==> src/rtl/rsa_pkg.sv <==
// rtl/rsa_pkg.sv - shared types, default sizes and helpers for the RSA sequencer
package rsa_pkg;

    typedef enum logic [2:0] {
        IDLE,
        LOAD,
        GAP,
        START,
        WAIT,
        DRAIN,
        DONE
    } state_e;

    localparam int X_DEF  = 3;
    localparam int N_DEF  = 4;
    localparam int Y_DEF  = 3;
    localparam int L_LOAD = ((X_DEF > Y_DEF) ? X_DEF : Y_DEF) * N_DEF;
    localparam int N_RES  = X_DEF * Y_DEF;

    // Returns at least 1 so a degenerate size still yields a legal vector.
    function automatic int clog2(input int v);
        int r;
        r = 1;
        for (int i = 1; i < 32; i++) begin
            if ((1 << i) < v) r = i + 1;
        end
        return r;
    endfunction

    function automatic int max_int(input int a, input int b);
        return (a > b) ? a : b;
    endfunction

endpackage

==> src/rtl/rsa_feed_stage.sv <==
// rtl/rsa_feed_stage.sv - one-cycle read-valid delay with zero-gated buffer data
module rsa_feed_stage #(
    parameter int W = 4
) (
    input  logic         clk,
    input  logic         sys_rst,
    input  logic         clr_i,
    input  logic         rd_i,
    input  logic [W-1:0] data_i,
    output logic         val_o,
    output logic [W-1:0] data_o
);

    logic val_q, val_d;

    always_comb begin
        val_d = clr_i ? 1'b0 : rd_i;
    end

    always_ff @(posedge clk) begin
        if (sys_rst) val_q <= 1'b0;
        else         val_q <= val_d;
    end

    assign val_o  = val_q;
    assign data_o = val_q ? data_i : '0;

endmodule

==> src/rtl/rsa_ctrl.sv <==
// rtl/rsa_ctrl.sv - job sequencer: operand load, array start, latency wait, result drain
module rsa_ctrl
    import rsa_pkg::*;
#(
    parameter int X       = 3,
    parameter int N       = 4,
    parameter int Y       = 3,
    parameter int IN_LEN  = 4,
    parameter int OUT_LEN = 8,
    parameter int BUF_AW  = 4,
    parameter int LAT     = X + Y + N
) (
    input  logic                      clk,
    input  logic                      sys_rst,
    input  logic                      cmd_val,
    output logic                      cmd_rdy,
    input  logic                      cmd_abort,
    output logic                      xbuf_rd,
    output logic [BUF_AW-1:0]         xbuf_addr,
    input  logic [IN_LEN-1:0]         xbuf_data,
    output logic                      ybuf_rd,
    output logic [BUF_AW-1:0]         ybuf_addr,
    input  logic [IN_LEN-1:0]         ybuf_data,
    output logic                      Xin_val,
    output logic [IN_LEN-1:0]         Xin_data,
    output logic                      Yin_val,
    output logic [IN_LEN-1:0]         Yin_data,
    output logic                      SA_start,
    input  logic [OUT_LEN-1:0]        sa_out_data,
    output logic                      res_val,
    output logic [OUT_LEN-1:0]        res_data,
    output logic [clog2(X*Y)-1:0]     res_idx,
    output logic                      busy,
    output logic                      done
);

    localparam int L_JOB = max_int(X, Y) * N;
    localparam int NR    = X * Y;
    localparam int CW    = clog2(max_int(max_int(L_JOB, LAT), NR) + 1);
    localparam int IW    = clog2(NR);

    state_e          state_q, state_d;
    logic [CW-1:0]   cnt_q, cnt_d;
    logic            abort_clr;

    assign abort_clr = cmd_abort && (state_q != IDLE);

    always_ff @(posedge clk) begin
        if (sys_rst) begin
            state_q <= IDLE;
            cnt_q   <= '0;
        end else begin
            state_q <= state_d;
            cnt_q   <= cnt_d;
        end
    end

    // One shared counter walks LOAD addresses, WAIT latency and DRAIN indices.
    always_comb begin
        state_d = state_q;
        cnt_d   = cnt_q;
        case (state_q)
            IDLE: begin
                if (cmd_val) begin
                    state_d = LOAD;
                    cnt_d   = '0;
                end
            end
            LOAD: begin
                if (cnt_q == CW'(L_JOB - 1)) begin
                    state_d = GAP;
                    cnt_d   = '0;
                end else begin
                    cnt_d = cnt_q + 1'b1;
                end
            end
            GAP:   state_d = START;
            START: begin
                state_d = WAIT;
                cnt_d   = '0;
            end
            WAIT: begin
                if (cnt_q == CW'(LAT - 1)) begin
                    state_d = DRAIN;
                    cnt_d   = '0;
                end else begin
                    cnt_d = cnt_q + 1'b1;
                end
            end
            DRAIN: begin
                if (cnt_q == CW'(NR - 1)) begin
                    state_d = DONE;
                    cnt_d   = '0;
                end else begin
                    cnt_d = cnt_q + 1'b1;
                end
            end
            DONE:    state_d = IDLE;
            default: state_d = IDLE;
        endcase
        if (abort_clr) begin
            state_d = IDLE;
            cnt_d   = '0;
        end
    end

    always_comb begin
        cmd_rdy   = (state_q == IDLE);
        busy      = (state_q != IDLE);
        xbuf_rd   = (state_q == LOAD) && (cnt_q < CW'(X * N));
        ybuf_rd   = (state_q == LOAD) && (cnt_q < CW'(Y * N));
        xbuf_addr = xbuf_rd ? BUF_AW'(cnt_q) : '0;
        ybuf_addr = ybuf_rd ? BUF_AW'(cnt_q) : '0;
        SA_start  = (state_q == START);
        res_val   = (state_q == DRAIN);
        res_data  = res_val ? sa_out_data : '0;
        res_idx   = res_val ? IW'(cnt_q) : '0;
        done      = (state_q == DONE);
    end

    rsa_feed_stage #(.W(IN_LEN)) u_feed_x (
        .clk     (clk),
        .sys_rst (sys_rst),
        .clr_i   (abort_clr),
        .rd_i    (xbuf_rd),
        .data_i  (xbuf_data),
        .val_o   (Xin_val),
        .data_o  (Xin_data)
    );

    rsa_feed_stage #(.W(IN_LEN)) u_feed_y (
        .clk     (clk),
        .sys_rst (sys_rst),
        .clr_i   (abort_clr),
        .rd_i    (ybuf_rd),
        .data_i  (ybuf_data),
        .val_o   (Yin_val),
        .data_o  (Yin_data)
    );

endmodule

==> config.mk <==
export PLATFORM = sky130hd
export DESIGN_NAME = rsa_ctrl
export DESIGN_NICKNAME = d
export VERILOG_FILES = /design/src/rtl/rsa_pkg.sv /design/src/rtl/rsa_feed_stage.sv /design/src/rtl/rsa_ctrl.sv
export SDC_FILE = /design/constraint.sdc
export NUM_CORES = 1
export LEC_CHECK = 0
export ABC_AREA = 1
export CORE_MARGIN = 8
export CORE_UTILIZATION = 54
export CTS_CLUSTER_SIZE = 30
export DETAILED_ROUTE_END_ITERATION = 10
export GPL_TIMING_DRIVEN = 0
export PLACE_DENSITY = 0.87
export SYNTH_ARGS = -nofsm -noshare
export SYNTH_HDL_FRONTEND = slang
export SYNTH_SLANG_ARGS = --single-unit
==> constraint.sdc <==
create_clock -name clk -period 2.46 [get_ports clk]
set_input_delay 0.369 -clock clk [delete_from_list [all_inputs] [get_ports clk]]
set_output_delay 0.369 -clock clk [all_outputs]
set_load 0.05 [all_outputs]
# Yosys cells after proc, flatten, opt, wreduce, memory -nomap -nowiden
# Cells that the tools add are included.
[totals]
reg_bits = 36
input_bits = 20
output_inout_bits = 65
elab_cells = 41
[op_classes]
n_addsub = 1
n_lt_le_gt_ge = 1
eq_ne = 13
mux = 15
reduce_logical = 8
[ops]
columns = ["cell", "count"]
rows = [
  ["32-bit 2-to-1 mux", 5],
  ["32-bit one-hot mux with 5 select lines", 1],
  ["32-bit by 4-bit == test with 1-bit output (second input constant)", 3],
  ["32-bit by 1-bit adder with 32-bit output (second input constant)", 1],
  ["32-bit by 4-bit less-than comparator with 1-bit output (second input constant)", 1],
  ["3-bit one-hot mux with 6 select lines", 1],
  ["3-bit 2-to-1 mux", 4],
  ["4-bit 2-to-1 mux", 3],
  ["3-bit == test (second input constant)", 3],
  ["8-bit 2-to-1 mux", 1],
  ["3-bit by 2-bit == test with 1-bit output (second input constant)", 2],
  ["2-bit inequality test (second input constant)", 3],
  ["5-bit nonzero test", 1],
  ["4-bit AND reduction", 1],
  ["3-bit by 1-bit == test with 1-bit output (second input constant)", 1],
  ["3-bit zero test", 1],
  ["3-bit nonzero test", 1],
  ["1-bit logical AND", 2],
  ["2-bit by 1-bit inequality test with 1-bit output (second input constant)", 1],
  ["2-bit AND reduction", 1],
  ["2-bit OR reduction", 1],
]

# Logic depth before layout (Yosys ltp)
# Gate-level depths: netlist of the first run.
[depth]
depth_word = 3
mapped_depth = 13
mapped_depth_nobuf = 12

# By module
# Synthesis of the first run repeated with hierarchy kept, for this count alone.
[unflattened]
hier_cells = 568
hier_area_um2 = 3079.2
[by_module_without_submodules]
columns = ["module", "n_inst", "cells_per_inst", "area_each_um2", "seq_area_each_um2"]
rows = [
  ["rsa_ctrl", 1, 544, 2956.6, 700.7],
  ["rsa_feed_stage", 2, 12, 61.3, 20.0],
]

# Worst setup path before layout of the first run
# No wires, ideal clock.
[synth_path]
path_kind = "flip-flop to output port"
from = "reg state_q[1]"
to = "out ybuf_addr[0]"
arrival_time_ps = 2793
t_required_ps = 2091
setup_slack_ps = -702
path_stages_with_launch = 10
n_path_buf = 2
cell_sequence = "dfxtp_1 > inv_2 > nand2_1 > nor2_2 > buf_4 > nand4_1 > nor2_1 > inv_2 > nor2_1 > buf_4"
[synth_via]
elab_chain_cells = 3
[synth_rtl]
columns = ["item", "line", "text"]
rows = [
  ["start, declared", "rsa_ctrl.sv:42", "state_e state_q, state_d;"],
  ["start signal, assigned", "rsa_ctrl.sv:53", "state_q <= state_d;"],
  ["3-bit by 1-bit == test with 1-bit output", "--", ""],
  ["1-bit logical AND", "--", ""],
  ["via xbuf_rd", "rsa_ctrl.sv:18", "output logic xbuf_rd,"],
  ["4-bit 2-to-1 mux", "--", ""],
  ["end, declared", "rsa_ctrl.sv:22", "output logic [BUF_AW-1:0] ybuf_addr,"],
]
# The timed path passes the listed nets, and every way through them passes these cells.

# Worst setup path after layout of the first run
[layout_path]
from = "reg state_q[2]"
to = "out SA_start"
[layout_via]
elab_chain_cells = 1
[layout_rtl]
columns = ["item", "line", "text"]
rows = [
  ["3-bit by 2-bit == test with 1-bit output", "rsa_ctrl.sv:114", "SA_start = (state_q == START);"],
  ["end, declared", "rsa_ctrl.sv:28", "output logic SA_start,"],
]
# Every way passes these cells.

==> impl_results.md, run 1 <==
* Gate power share at 42.4%
* # rows at 28
* Worst Path Buf+Inv at 3
* Syn Std Cell Area at 3290 µm²
* Antenna Nets Post-Route at 0
* Fin util at 71.1%
* Hold path endpoint: cnt_q[31]
* H-tree levels at 2
* Filler instances at 536
* I/O Buffers at 84
* Leakage power at 0.00197 µW
* Delay-heaviest family, CP: buffers and inverters
* Congestion Overflow GR at 0
* Overall Global Routing Usage at 25.0%
* Reg-to-reg slack, setup at 400 ps
* Warnings, synthesis at 0
* Worst-skew pair later-pin latency at 290 ps
* Psw at 762 µW
* Worst Path Arrival at 1990 ps
* Die X at 94.1 µm
* Wire per inst at 14.5 µm
* Setup violators final at 0
* Reg area at 721 µm²
* Hold_sp: cnt_q[31]
* DP HPWL at 8970 µm
* Hold path depth at 4
* CTS root buffer: clkbuf_8
* Largest net degree at the start of global routing at 11
* Initial antenna violation count at 0
* Vias at 4046
* Final WL at 11100 µm
* Fin. Hold Viols at 0
* Clk pwr share at 24.3%
* Power density over cell area at 440 nW/µm²
* WP data required at 2090 ps
* Cells after Synth at 594
* # resized after CTS at 187
* Worst setup SP type: register
* DRC Markers at 0
* Status: completed
* Area grow syn2layout at 27.9%
* Crit path max-delay cell type: clkdlybuf4s50_1
* Detailed Routing Iterations Pass 1 at 5
* Pre-CTS setup slack at -262 ps
* Tmin final at 2360 ps
* Worst reg2reg endpoint: cnt_q[30]
* Switching Fraction at 41.1%
* Die area at 8850 µm²
* Synthesized area per cell at 5.54 µm²
* Max_cap viols at 0
* Slew margin rel. at 58.3%
* Vias in the first global route at 3783
* Die H at 94.1 µm
* TritonCTS buffer count at 5
* Crit. End Element: output port
* P_int at 1090 µW
* Final Max Slew Viols at 0
* Post-DR vias/cell at 5.32
* First-pass GRT wire length at 17900 µm
* Number of diodes at 0
* Crit share post-route at 96.0%
* Final WS setup at 99.5 ps
* Max incr delay on CP at 840 ps
* Maximum vdd ir drop at 0.000418 V
* Hold Buf Count CTS at 0
* Primary FF master, synth: dfxtp_1
* #FFs+latches synth at 36
* Seq/Total Area, Yosys at 21.9%
* Most common cell after layout, fill and taps aside: nand2_1
* Maximum operating frequency at 0.424 GHz
* Post-synth EDFFs at 0
* Footprint of the multi-input gates at 2040 µm²
* Initial Utilization at 55.6%
* HP Class: reg2reg
* CTS tree: built
* Critical path class: reg2out
* Layout cells sized above 1 at 16.9%
* Final #Nets at 708
* Reg power frac at 33.3%
* Post-Syn Nets at 617
* Crit-path max FO at 8
* DRT iter0 DRCs at 258
* Tightest Pin Transition at 626 ps
* Clock-pin slew on the worst setup and hold paths at 80 ps
* Core area at 5920 µm²
* Crit-path cells: buf_6 > inv_1 > nand2_1 > nor2_1 > clkdlybuf4s50_1
* I/O Pins at 85
* Sum Neg Setup Slack at 0 ps
* Longest Clk Path Bufs at 2
* Clock sinks at 36
* Post-CTS setup buffer count at 0
* Most frequent cells in the layout: nand2_1 (169), nor2_1 (123), inv_1 (86)
* GP Congestion at 0.983
* Post-synth ARST share at 0%
* Reg-to-reg startpoint: cnt_q[0]
* Worst Reg-to-Reg Cells at 10
* Worst Skew at 10.4 ps
* Cell variety after synth at 35
power groups by stage:
stage,Sequential (µW),Combinational [µW],Clock [µW]
finish,617,787,451
global placement,628,759,0
floorplan,633,540,0
CTS,616,773,455
global route,618,830,488
detailed placement,629,776,0
worst min-delay path, delay by kind of cell (launching register included):
family,cells,cell delay (ps)
simple gates,3,190
buf+inv,1,40
flops,1,340
kinds of logic after synthesis:
kind of cell,count (synthesis),synth area share (%)
AO/OA/AOI/OAI,43,8.78
XOR/XNOR,3,0.798
adder cells (fa/ha/maj),3,1.14
buffers and inverters,120,17.0
flip-flops,36,21.9
AND/OR/NAND/NOR,389,50.4
cells in the mapped netlist (2+ instances only):
cell,number,area [µm²]
buf_2,3,15.0
o31ai_1,3,22.5
nor2_4,5,56.3
buf_4,8,60.1
nand3_1,60,300
nand2_1,170,638
o2111ai_1,3,26.3
nor3_1,6,30.0
ha_1,3,37.5
buf_6,8,90.1
o211ai_1,16,120
nor2_1,129,484
o21ai_0,10,50.1
xor2_1,3,26.3
inv_1,86,323
nand4_1,2,12.5
nand2_2,6,37.5
inv_2,6,22.5
o21ai_1,3,15.0
nand3_2,2,20.0
a21oi_1,4,20.0
nor2_2,5,31.3
clkbuf_1,6,22.5
dfxtp_1,36,721
routing by layer:
layer / track usage [%] / routed length [µm]
met1: 29.1 / 4510
met4: 8.85 / 246
met5: 0 / 0
met2: 44.1 / 5360
met3: 4.64 / 943
worst max-delay path by stage:
stage	startpoint	endpoint	slack (ps)	cells past startpoint
4_1_cts	state_q[1]	ybuf_addr[0]	0.4	10
6_report	state_q[2]	SA_start	100	5
3_5_place_dp	state_q[1]	ybuf_addr[0]	-260	10
3_3_place_gp	state_q[1]	ybuf_addr[0]	-190	10
2_1_floorplan	state_q[1]	ybuf_addr[0]	-30	9
5_1_grt	state_q[2]	SA_start	-7	5
state kept, by name, indices dropped and copies added, names as in the netlist:
name / cells
u_feed_x.val_o: 1
state_q: 3
cnt_q: 32
through the flow:
| step | instance area [µm²] | hold slack [ps] | total power (µW) | instances |
|---|---|---|---|---|
| global placement | 4240 | 585 | 1390 | 753 |
| floorplan | 3310 | 553 | 1170 | 594 |
| finish | 4210 | 608 | 1850 | 761 |
| global route | 4210 | 666 | 1940 | 761 |
| detailed placement | 4240 | 597 | 1410 | 753 |
| CTS | 4330 | 609 | 1840 | 761 |
area by class of cell:
type                            count  share of cell area, %
Multi-Input combinational cell    438                   48.4
Sequential cell                    36                   17.1
Timing Repair Buffer               84                   16.6
Inverter                           94                   8.56
Buffer                             26                   4.99
Tap cell                           75                   2.23
Clock buffer                        8                   2.14
(Power assumes the default switching activity.)
==> run 2, diff against run 1 <==
- ABC_CLOCK_PERIOD_IN_PS: not set -> 2460
- CAP_MARGIN: not set -> 10
==> results of run 2 <==
Final layout, timing and power as in run 1 (identical DEF).
==> run 3, diff against run 2 <==
- CORE_MARGIN: 8 -> 3
==> run 3 against run 2 <==
Net effect:
- worst hold slack improved by 10 ps
- final cell count unchanged
- sequential power hardly changed
- total power increased by 0.89%
- clock skew decreased by 7.2 ps
- count of clock-buffer cells in the layout decreased by 2
- routed wire length about the same
- clock power about the same
- critical path depth is 1 higher
- worst setup slack lost 8.8 ps
- sequential share of layout area is essentially flat
==> impl_results.md, run 3 (same netlist as run 1, synthesis figures left out) <==
* Status: completed
* DRT iter0 DRCs at 359
* Core area at 5710 µm²
* DRC Markers at 0
* Max reg flops at 32
* Final WS setup at 90.7 ps
* Final Max Slew Viols at 0
* Die H at 84.1 µm
* Final WL at 11100 µm
* Fin. Hold Viols at 0
* Wire per inst at 14.5 µm
* Number of diodes at 0
* Worst Path Arrival at 2000 ps
* Design Power at 1870 µW
* First-pass GRT wire length at 18100 µm
* Pre-CTS setup slack at -230 ps
* I/O Pins at 85
* Clock sinks at 36
* Post-DR vias/cell at 5.43
* I/O Buffers at 84
* Largest net degree at the start of global routing at 12
* Most frequent cells in the layout: nand2_1 (169), nor2_1 (123), inv_1 (86)
* Longest Clk Path Bufs at 2
* Overall Global Routing Usage at 31.1%
* Tmin final at 2370 ps
* Worst-skew pair later-pin latency at 290 ps
* Crit. End Element: output port
* Initial antenna violation count at 0
* Max incr delay on CP at 540 ps
* Crit share post-route at 96.3%
* Detailed Routing Iterations Pass 1 at 5
* Hold slack at 618 ps
* Power density over cell area at 443 nW/µm²
* Area grow syn2layout at 28.2%
* Final #Nets at 711
* DP HPWL at 8570 µm
* TritonCTS buffer count at 5
* Placed insts at 750
* Fin util at 73.9%
* Die X at 84.1 µm
* GP Congestion at 0.988
* Vias at 4132
* Critical path class: reg2out
* RSZ-0062 raised after global routing: no
* Crit path max-delay cell type: dlygate4sd2_1
* Leakage power at 0.00199 µW
* Congestion Overflow GR at 0
* Worst setup SP type: register
* Die area at 7070 µm²
* CTS root buffer: clkbuf_8
* Vias in the first global route at 3863
* CTS tree: built
* Setup violators final at 0
* # rows at 27
* Slew margin rel. at 57.3%
* Non-filler instance count after layout at 761
* Register name with the most flops: cnt_q
* Tightest Pin Transition at 640 ps
* Clock-pin slew on the worst setup and hold paths at 80 ps
* Antenna Nets Post-Route at 0
* Max_cap viols at 0
* Initial Utilization at 57.7%
* Most common cell after layout, fill and taps aside: nand2_1
* Cell mode on critical path: nor2_1
* Crit-path cells: nor2_1 > nand2_1 > nor2_1 > nand2_2 > nor2_4 > dlygate4sd2_1
* H-tree levels at 2
* Layout cells sized above 1 at 17.4%
* Crit-path max FO at 6
* Maximum operating frequency at 0.422 GHz
* Worst Skew at 3.18 ps
* WP data required at 2090 ps
* Maximum vdd ir drop at 0.000321 V
* HP Class: reg2reg
* Hold Buf Count CTS at 0
run 3: cell count changes in the layout (fill, tap and decap cells not counted), sizes merged:
cell and change:
clkbuf +1, clkdlybuf4s15 +3, clkinv +2, clkdlybuf4s18 -6
dlygate4sd2 +1, buf +2
run 3: area by class of cell:
cell class | instances | area, µm²
clock buffer | 6 | 82.6
inverter | 94 | 358
clock inverter | 2 | 10.0
multi-input combinational | 438 | 2040
buffer | 26 | 210
fill | 504 | 1490
sequential | 36 | 721
timing repair buffer | 87 | 712
tap | 72 | 90.1
run 3: critical path: cells and delay by family (launching register included):
| family | cells | cell delay (ps) |
|---|---|---|
| buffers and inverters | 1 | 540 |
| and+or+nand+nor | 5 | 810 |
| DFF | 1 | 370 |
run 3: power breakdown:
part | internal, µW | switching [µW] | leakage, µW
logic | 272 | 531 | 0.00165
clock network | 224 | 230 | 0.0000510
registers | 597 | 17.7 | 0.000290
total | 1090 | 778 | 0.00199
run 3: per-layer routing:
layer / GRT usage (%) / part of all wire [%]
met2: 52.7 / 46
met4: 6.73 / 1.7
met5: 0 / 0
met1: 40.6 / 41
met3: 6.12 / 11
run 3: repair_timing:
| item | in CTS | in global routing |
|---|---|---|
| resized for setup | 162 | 68 |
| endpoints found under the setup margin | 51 | 50 |
| buffers inserted | 0 | 3 |
run 3: final timing paths:
kind	from	end	slack (ps)	depth (start not counted)
max reg2reg	cnt_q[0]	cnt_q[28]	330	10
max	cnt_q[28]	xbuf_rd	90	6
min reg2reg	cnt_q[31]	cnt_q[31]	620	4
min	cnt_q[31]	cnt_q[31]	620	4
run 3: through the flow:
stage	instance area (µm²)	setup TNS, ps
after global placement	4240	-3640
final	4220	0
after global routing	4220	0
after CTS	4350	-19.2
after floorplan	3310	-140
after detailed placement	4240	-8350
